### config.mk
export PLATFORM = sky130hd
export DESIGN_NAME = leaf_out_arbiter
export DESIGN_NICKNAME = d
export VERILOG_FILES = /design/src/rtl/leaf_out_arbiter.sv
export SDC_FILE = /design/constraint.sdc
export NUM_CORES = 1
export LEC_CHECK = 0
export ABC_AREA = 1
export CAP_MARGIN = 20
export CELL_PAD_IN_SITES_DETAIL_PLACEMENT = 1
export CELL_PAD_IN_SITES_GLOBAL_PLACEMENT = 2
export CORE_UTILIZATION = 12
export CTS_CLUSTER_DIAMETER = 30
export DETAILED_ROUTE_END_ITERATION = 16
export PLACE_DENSITY_LB_ADDON = 0.1
export SYNTH_ARGS = -nofsm -noshare
export SYNTH_HDL_FRONTEND = slang
export SYNTH_SLANG_ARGS = --single-unit
### constraint.sdc
create_clock -name clk -period 1.5 [get_ports clk]
set_input_delay 0.15 -clock clk [delete_from_list [all_inputs] [get_ports clk]]
set_output_delay 0.15 -clock clk [all_outputs]
set_load 0.02 [all_outputs]
### src/rtl/leaf_out_arbiter.sv
// Burst-locked round-robin arbiter sharing one leaf_interface output port among NUM_REQ streams.
// Define LEAF_ARB_HDR_EN to prefix every grant with a 0xC0DE header word carrying the owner index.
module leaf_out_arbiter #(
  parameter int NUM_REQ      = 4,
  parameter int PAYLOAD_BITS = 32,
  parameter int IDX_BITS     = 2,
  parameter int BURST_LEN    = 16
) (
  input  logic                            clk,
  input  logic                            reset,
  input  logic [NUM_REQ*PAYLOAD_BITS-1:0] req_din,
  input  logic [NUM_REQ-1:0]              req_vld,
  output logic [NUM_REQ-1:0]              req_ack,
  output logic [PAYLOAD_BITS-1:0]         dout,
  output logic                            dout_vld,
  input  logic                            dout_ack,
  output logic [IDX_BITS-1:0]             grant_idx,
  output logic                            busy
);

  localparam int CNT_W = (BURST_LEN > 1) ? $clog2(BURST_LEN) : 1;
  localparam logic [CNT_W-1:0] LAST_BEAT = CNT_W'(BURST_LEN - 1);

  typedef enum logic [1:0] {
    IDLE  = 2'd0,
    HDR   = 2'd1,
    GRANT = 2'd2
  } state_t;

  state_t                  state_q;
  logic [IDX_BITS-1:0]     rrPtr_q;
  logic [IDX_BITS-1:0]     owner_q;
  logic [CNT_W-1:0]        beatCnt_q;
  logic                    busy_q;
  logic [IDX_BITS-1:0]     grantIdx_q;

  logic                    anyReq;
  logic [IDX_BITS-1:0]     pickIdx;
  logic [IDX_BITS-1:0]     nextPtr;
  logic                    ownerVld;
  logic                    ownerXfer;
  logic                    burstDone;
  logic [PAYLOAD_BITS-1:0] ownerData;

  assign ownerVld  = req_vld[owner_q];
  assign ownerData = req_din[int'(owner_q)*PAYLOAD_BITS +: PAYLOAD_BITS];
  assign ownerXfer = reset && (state_q == GRANT) && ownerVld && dout_ack;
  assign burstDone = ownerXfer && (beatCnt_q == LAST_BEAT);
  assign nextPtr   = (owner_q == IDX_BITS'(NUM_REQ - 1)) ? '0 : owner_q + IDX_BITS'(1);

`ifdef LEAF_ARB_HDR_EN
  logic [PAYLOAD_BITS-1:0] hdrWord;
  assign hdrWord = {16'hC0DE, (PAYLOAD_BITS-16)'(owner_q)};
`endif

  // First requester at or after rrPtr_q, wrapping modulo NUM_REQ.
  always_comb begin
    int cand;
    cand    = 0;
    anyReq  = 1'b0;
    pickIdx = '0;
    for (int k = 0; k < NUM_REQ; k++) begin
      cand = int'(rrPtr_q) + k;
      if (cand >= NUM_REQ) cand = cand - NUM_REQ;
      if (!anyReq && req_vld[cand]) begin
        anyReq  = 1'b1;
        pickIdx = IDX_BITS'(cand);
      end
    end
  end

  // Port mux is combinational so a granted word costs no extra cycle; gated off while reset is low.
  always_comb begin
    dout     = '0;
    dout_vld = 1'b0;
    req_ack  = '0;
    if (reset) begin
      case (state_q)
        GRANT: begin
          dout             = ownerData;
          dout_vld         = ownerVld;
          req_ack[owner_q] = ownerVld & dout_ack;
        end
`ifdef LEAF_ARB_HDR_EN
        HDR: begin
          dout     = hdrWord;
          dout_vld = 1'b1;
        end
`endif
        default: ;
      endcase
    end
  end

  always_ff @(posedge clk) begin
    if (!reset) begin
      state_q    <= IDLE;
      rrPtr_q    <= '0;
      owner_q    <= '0;
      beatCnt_q  <= '0;
      busy_q     <= 1'b0;
      grantIdx_q <= '0;
    end else begin
      case (state_q)
        IDLE: begin
          if (anyReq) begin
            owner_q    <= pickIdx;
            grantIdx_q <= pickIdx;
            busy_q     <= 1'b1;
            beatCnt_q  <= '0;
`ifdef LEAF_ARB_HDR_EN
            state_q    <= HDR;
`else
            state_q    <= GRANT;
`endif
          end
        end
`ifdef LEAF_ARB_HDR_EN
        HDR: begin
          if (dout_ack) state_q <= GRANT;
        end
`endif
        GRANT: begin
          // An idle owner gives up the port at once; there is no hold-off timer.
          if (burstDone || !ownerVld) begin
            state_q    <= IDLE;
            rrPtr_q    <= nextPtr;
            beatCnt_q  <= '0;
            busy_q     <= 1'b0;
            grantIdx_q <= '0;
          end else if (ownerXfer) begin
            beatCnt_q <= beatCnt_q + CNT_W'(1);
          end
        end
        default: state_q <= IDLE;
      endcase
    end
  end

  assign busy      = busy_q;
  assign grant_idx = grantIdx_q;

endmodule

* After elaboration in Yosys (flattened, before gate mapping)
Cells that the tools add are included.
** Cells by class
- Bitwise operators :: 2
- Eq/ne operators :: 6
- Reduce and logical (&&, ||, !) cells :: 20
- $add $sub $neg :: 9
- Magnitude comparators :: 10
- Shifts and indexed selects :: 1
- Multiplexer cells :: 47
** Operator list (count)
- 32-bit 2-to-1 mux :: 6
- 32-bit by 4-bit < comparator with 1-bit output, second input constant :: 4
- 128-bit by 8-bit indexed part select with 32-bit output :: 1
- 4-bit 2-to-1 mux :: 5
- 1-bit 2-to-1 mux :: 18
- 2-bit 2-to-1 mux :: 8
- 3-bit by 3-bit subtractor with 4-bit output, second input constant :: 3
- 1-bit binary-select mux with 2-bit select :: 5
- 3-bit >= comparator, second input constant :: 3
- 1-bit logical AND :: 8
- 2-bit one-hot mux with 2 select lines :: 2
- 4-bit one-hot mux with 2 select lines :: 1
- 2-bit by 2-bit adder with 3-bit output, second input constant :: 2
- 2-bit AND reduction :: 3
- 3-bit AND reduction :: 2
- 4-bit by 1-bit adder with 4-bit output, second input constant :: 1
- 4-bit bitwise AND :: 1
- 2-bit equality test, second input constant :: 2
- 4-bit equality test, second input constant :: 1
- 1-bit zero test :: 4
- 2-bit by 3-bit subtractor with 4-bit output, second input constant :: 1
- 2-bit by 1-bit adder with 3-bit output, second input constant :: 1
- 2-bit by 3-bit >= comparator with 1-bit output, second input constant :: 1
- 2-bit by 3-bit < comparator with 1-bit output, second input constant :: 1
- other kinds (11) :: 11
** Storage, ports and cells
- Logic and storage cells :: 101
- Output and inout bits :: 40
- Flip-flop bits (word level) :: 13

* Logic depth before layout (Yosys ltp)
- Word-level depth :: 17
- Depth in mapped cells :: 13
- Mapped depth without buffers :: 12

* Worst setup path before layout
OpenSTA, ideal clock, no wires.
- Path type :: register to output
- Start point :: register owner_q[0]
- End point :: output req_ack[0]
- Data required time :: 1.350 ns
- Setup slack :: -0.079 ns
- Arrival :: 1.429 ns
- Cell stages (with the launch flop) :: 8
- Buffers on the path :: 3
- Cells stage by stage :: dfxtp_1 buf_2 inv_2 buf_2 clkbuf_1 ha_1 inv_1 nor2_1
** On the way
- Cells in the longest elaborated chain, start to end :: 7
- Elaborated cells between the ends (all ways) :: 11
- Those cells by class :: order compare: 2; mux: 6; bitwise: 2; reduce/logical: 1
** RTL lines
- from (decl) :: RTL line 32 : logic [IDX_BITS-1:0] owner_q;
- from (signal assigned) :: RTL line 107 : owner_q <= pickIdx;
- 2-bit by 3-bit < comparator with 1-bit output (not written as such) / 2-bit by 1-bit >= comparator with 1-bit output (equally long branches) :: RTL line 82 : req_ack[owner_q] = ownerVld & dout_ack;
- 1-bit logical AND (not written as such) :: RTL line 82
- 1-bit 2-to-1 mux (not written as such) :: RTL line 82
- 1-bit demux with 2-bit select :: RTL line 82
- 4-bit bitwise AND (no line) (*)
- 4-bit 2-to-1 mux (*) :: RTL line 78 : case (state_q)
- 4-bit 2-to-1 mux (*) :: RTL line 77 : if (reset) begin
- to (decl) :: RTL line 13 : output logic [NUM_REQ-1:0] req_ack,
Mark *: on every way between the ends. The rest lies on a longest branch, timed or not. The select of a mux whose other input is x is not followed.

* Final worst setup path
- Start point :: register owner_q[0]
- End point :: output req_ack[2]
The elaborated chain is that of the path after synthesis.

==> impl_metrics.csv <==
group,metric,value,unit
run_status,outcome,"complete, but fails checks",
run_status,violations,"negative setup slack",
placement,gp_congestion,0.757,
logic_synthesis,netlist_area,1970,sq um
grt,grt_overflow,0,
drt,dr.pass1.iters,4,
clock_network,cts_tree,"built",
hold_path,hold_depth,2,
worst_setup_path,cp_slowest_stage_delay,420,ps
logic_synthesis,synth_edf_count,0,
power_and_ir_drop,powerDensity,1430,nW/um^2
drt,first_iter_violations,78,
grt,grt_pass1_wl,17900,um
logic_synthesis,syn-num-nets,537,
timing,setup_ws,-160,ps
drt,ant_nets,0,
clock_network,cts_made_buffers,3,
placement,place_ws,-563,ps
grt,grt_pass1_vias,3417,
cells_and_area,regArea,235,sq um
clock_network,cts_sinks,11,
worst_setup_path,crit_top_cell,"nand2_4",
logic_synthesis,ys.flop_type,"dfxtp_1",
timing,finClkSkew,1.31,ps
timing,worst_hold_slack,482,ps
worst_setup_path,path_buf_inv,2,
timing,setup_viol,46,
power_and_ir_drop,p_leak,2.14,nW
worst_setup_path,reg2reg_depth,13,
grt,antenna_found_initial,0,
floorplan,die_y,130,um
drt,vias,3367,
clock_network,cts_hold_buffers,0,
power_and_ir_drop,power,0.00756,W
cells_and_area,num-nets-final,747,
timing,slew_headroom,76.5,%
clock_network,cts_max_level,1,
worst_setup_path,cp_slowest_cell,"dfxtp_4",
worst_setup_path,endpoint,"req_ack[2]",
floorplan,io_pins,175,
cells_and_area,multi_input_area,2170,sq um
floorplan,initial_utilization,12.4,%
cells_and_area,drive_gt1_share,40.1,%
placement,dp_hpwl,9250,um
worst_setup_path,worstPathMaxFanout,6,
floorplan,fp.dieW,130,um
worst_setup_path,cp-end-kind,"output pin",
logic_synthesis,ys_seq_elements,11,
timing,max_freq,602,MHz
placement,portBuffers,174,
worst_setup_path,start_kind,"flip-flop",
timing,post-route-period-util,111,%
clock_network,clkTransAtPathRegs,40,ps
drt,drcViolationCount,0,
worst_setup_path,r2r-end,"beatCnt_q[3]",
worst_setup_path,path_cells,"buf_12 > nand2_4 > nand3_4 > nand2_4 > nor2_4 > nand2_4 > nor2_4 > buf_6",
cells_and_area,n_antenna_cell,0,
grt,grt_max_degree,42,
hold_path,hold_path_class,"reg2reg",
worst_setup_path,crit_family,"simple AND/OR/NAND/NOR gates",
cells_and_area,areaGrowthSynthToFinish,169,%
floorplan,dieArea,17000,sq um
floorplan,core_area,15900,sq um
logic_synthesis,ys_warn_count,0,
logic_synthesis,syn_inst,397,
timing,period_minus_slack,1660,ps
worst_setup_path,cp.depth,8,
worst_setup_path,r2r-start,"owner_q[0]",
drt,via_per_inst,4.10,
timing,tightest_slew,351,ps
grt,grt_use_total,13.7,%
worst_setup_path,crit_type,"reg2out",
timing,hold_viol_final,0,
timing,rsz0062_at_grt,"true",
clock_network,cts.path.max_buffers,2,
worst_setup_path,critPathLaunch,"owner_q[0]",
logic_synthesis,async_reset_ff_share,0,%
floorplan,rows,46,
clock_network,clk_latency,240,ps
drt,wl,12500,um
cells_and_area,fill_cells,1927,
worst_setup_path,reg2reg_slack,-120,ps
worst_setup_path,critPathRequiredTime,1350,ps
timing,slew_viol_final,0,
logic_synthesis,yosysSeqAreaShare,11.2,%
clock_network,root_buffer,"clkbuf_16",
power_and_ir_drop,ir_worst_vdd,0.000480,V
drt,wl_per_cell,15.2,um
logic_synthesis,ys_types,25,
run,cap_violations,0,
logic_synthesis,syn_avg_cell_area,4.97,sq um
worst_setup_path,arrival,1510,ps
[logic make-up (layout without fill, tap and decap cells)]
| kind of cell | after synthesis | in the layout | synth area share (%) |
|---|---|---|---|
| AO/OA/AOI/OAI | 113 | 113 | 29.2 |
| flip-flops | 11 | 11 | 11.2 |
| AND/OR/NAND/NOR | 218 | 218 | 45.5 |
| adder cells (fa/ha/maj) | 5 | 5 | 3.17 |
| buffers and inverters | 50 | 259 | 11.0 |
[flip-flops by register name, summed over array words and instances, names as in the netlist]
register,flops
rrPtr_q,2
owner_q,2
busy,1
grant_idx,2
beatCnt_q,4
[where the power goes]
group / leakage, nW / total [W] / internal (W) / switching [W]
sequential: 0.0931 / 0.000571 / 0.000403 / 0.000168
clock: 0.0382 / 0.000506 / 0.000358 / 0.000148
combinational: 2.00 / 0.00648 / 0.00300 / 0.00348
total: 2.14 / 0.00756 / 0.00376 / 0.00380
[cells in the final DEF, fill, tap and decap left out, drive strengths merged]
cell / count
clkdlybuf4s50: 132
nor2: 138
a21oi: 42
dfxtp: 11
o211ai: 1
clkbuf: 7
o21ai: 69
nor3: 1
ha: 5
o31ai: 1
buf: 91
nand3: 18
and3: 1
clkinv: 1
inv: 23
nand2: 58
nand4: 2
dlymetal6s2s: 3
dlygate4sd2: 2
[repair_timing]
item                                    CTS  global route
resized for setup                       264           161
cloned                                    2             5
endpoints found under the setup margin   47            49
pin swaps                                10            80
hold endpoints to repair                  0             0
setup buffers                             6            18
[synthesized netlist by cell type (2+ instances only)]
cell | number | share of area [%]
o21ai_0 | 64 | 16
dfxtp_1 | 11 | 11
inv_1 | 17 | 3.2
buf_2 | 9 | 2.3
nand2_1 | 47 | 8.9
clkbuf_1 | 15 | 2.9
o21ai_1 | 5 | 1.3
nand3_1 | 18 | 4.6
nor2_4 | 2 | 1.1
ha_1 | 5 | 3.2
nand2_2 | 11 | 3.5
inv_2 | 3 | 0.57
buf_1 | 2 | 0.38
nor2_1 | 136 | 26
a21oi_1 | 42 | 11
[worst min path at each step]
stage | endpoint | from | slack (ps)
finish | beatCnt_q[1] | beatCnt_q[1] | 480
global route | beatCnt_q[1] | beatCnt_q[1] | 500
CTS | beatCnt_q[1] | beatCnt_q[1] | 490
detailed placement | beatCnt_q[1] | beatCnt_q[1] | 480
global placement | beatCnt_q[1] | beatCnt_q[1] | 460
floorplan | beatCnt_q[1] | beatCnt_q[1] | 450
[layout make-up]
class / instances / area share, %
Sequential cell: 11 / 4.44
Timing Repair inverter: 1 / 0.165
Clock buffer: 4 / 1.49
Tap cell: 216 / 5.10
Inverter: 23 / 2.01
Multi-Input combinational cell: 336 / 40.9
Timing Repair Buffer: 231 / 46.0
[per-stage QoR]
step	utilization, %	area [sq um]	cells	TNS, ps
after global placement	27.3	4350	793	-19060
final	33.3	5300	822	-4350
after global routing	33.3	5300	822	-8240
after detailed placement	27.3	4350	793	-19050
after CTS	29.3	4670	803	-4780
after floorplan	-	2100	397	-11.4
[metal layers]
| layer | vias up | routed length (um) | part of all wire (%) | global-route usage [%] |
|---|---|---|---|---|
| li1 | 1710 | - | - | - |
| met2 | 109 | 6280 | 50 | 25.2 |
| met3 | 8 | 1200 | 9.6 | 5.49 |
| met4 | 0 | 123 | 0.98 | 1.64 |
| met5 | - | 0 | 0 | 0 |
| met1 | 1540 | 4920 | 39 | 15.0 |
[tightest hold or removal path: cells and delay by family (launching register included)]
family / cells / cell delay, ps
DFF: 1 / 320
AOI/OAI and AO/OA: 1 / 60
buffers and inverters: 1 / 60
(Power assumes the default switching activity.)
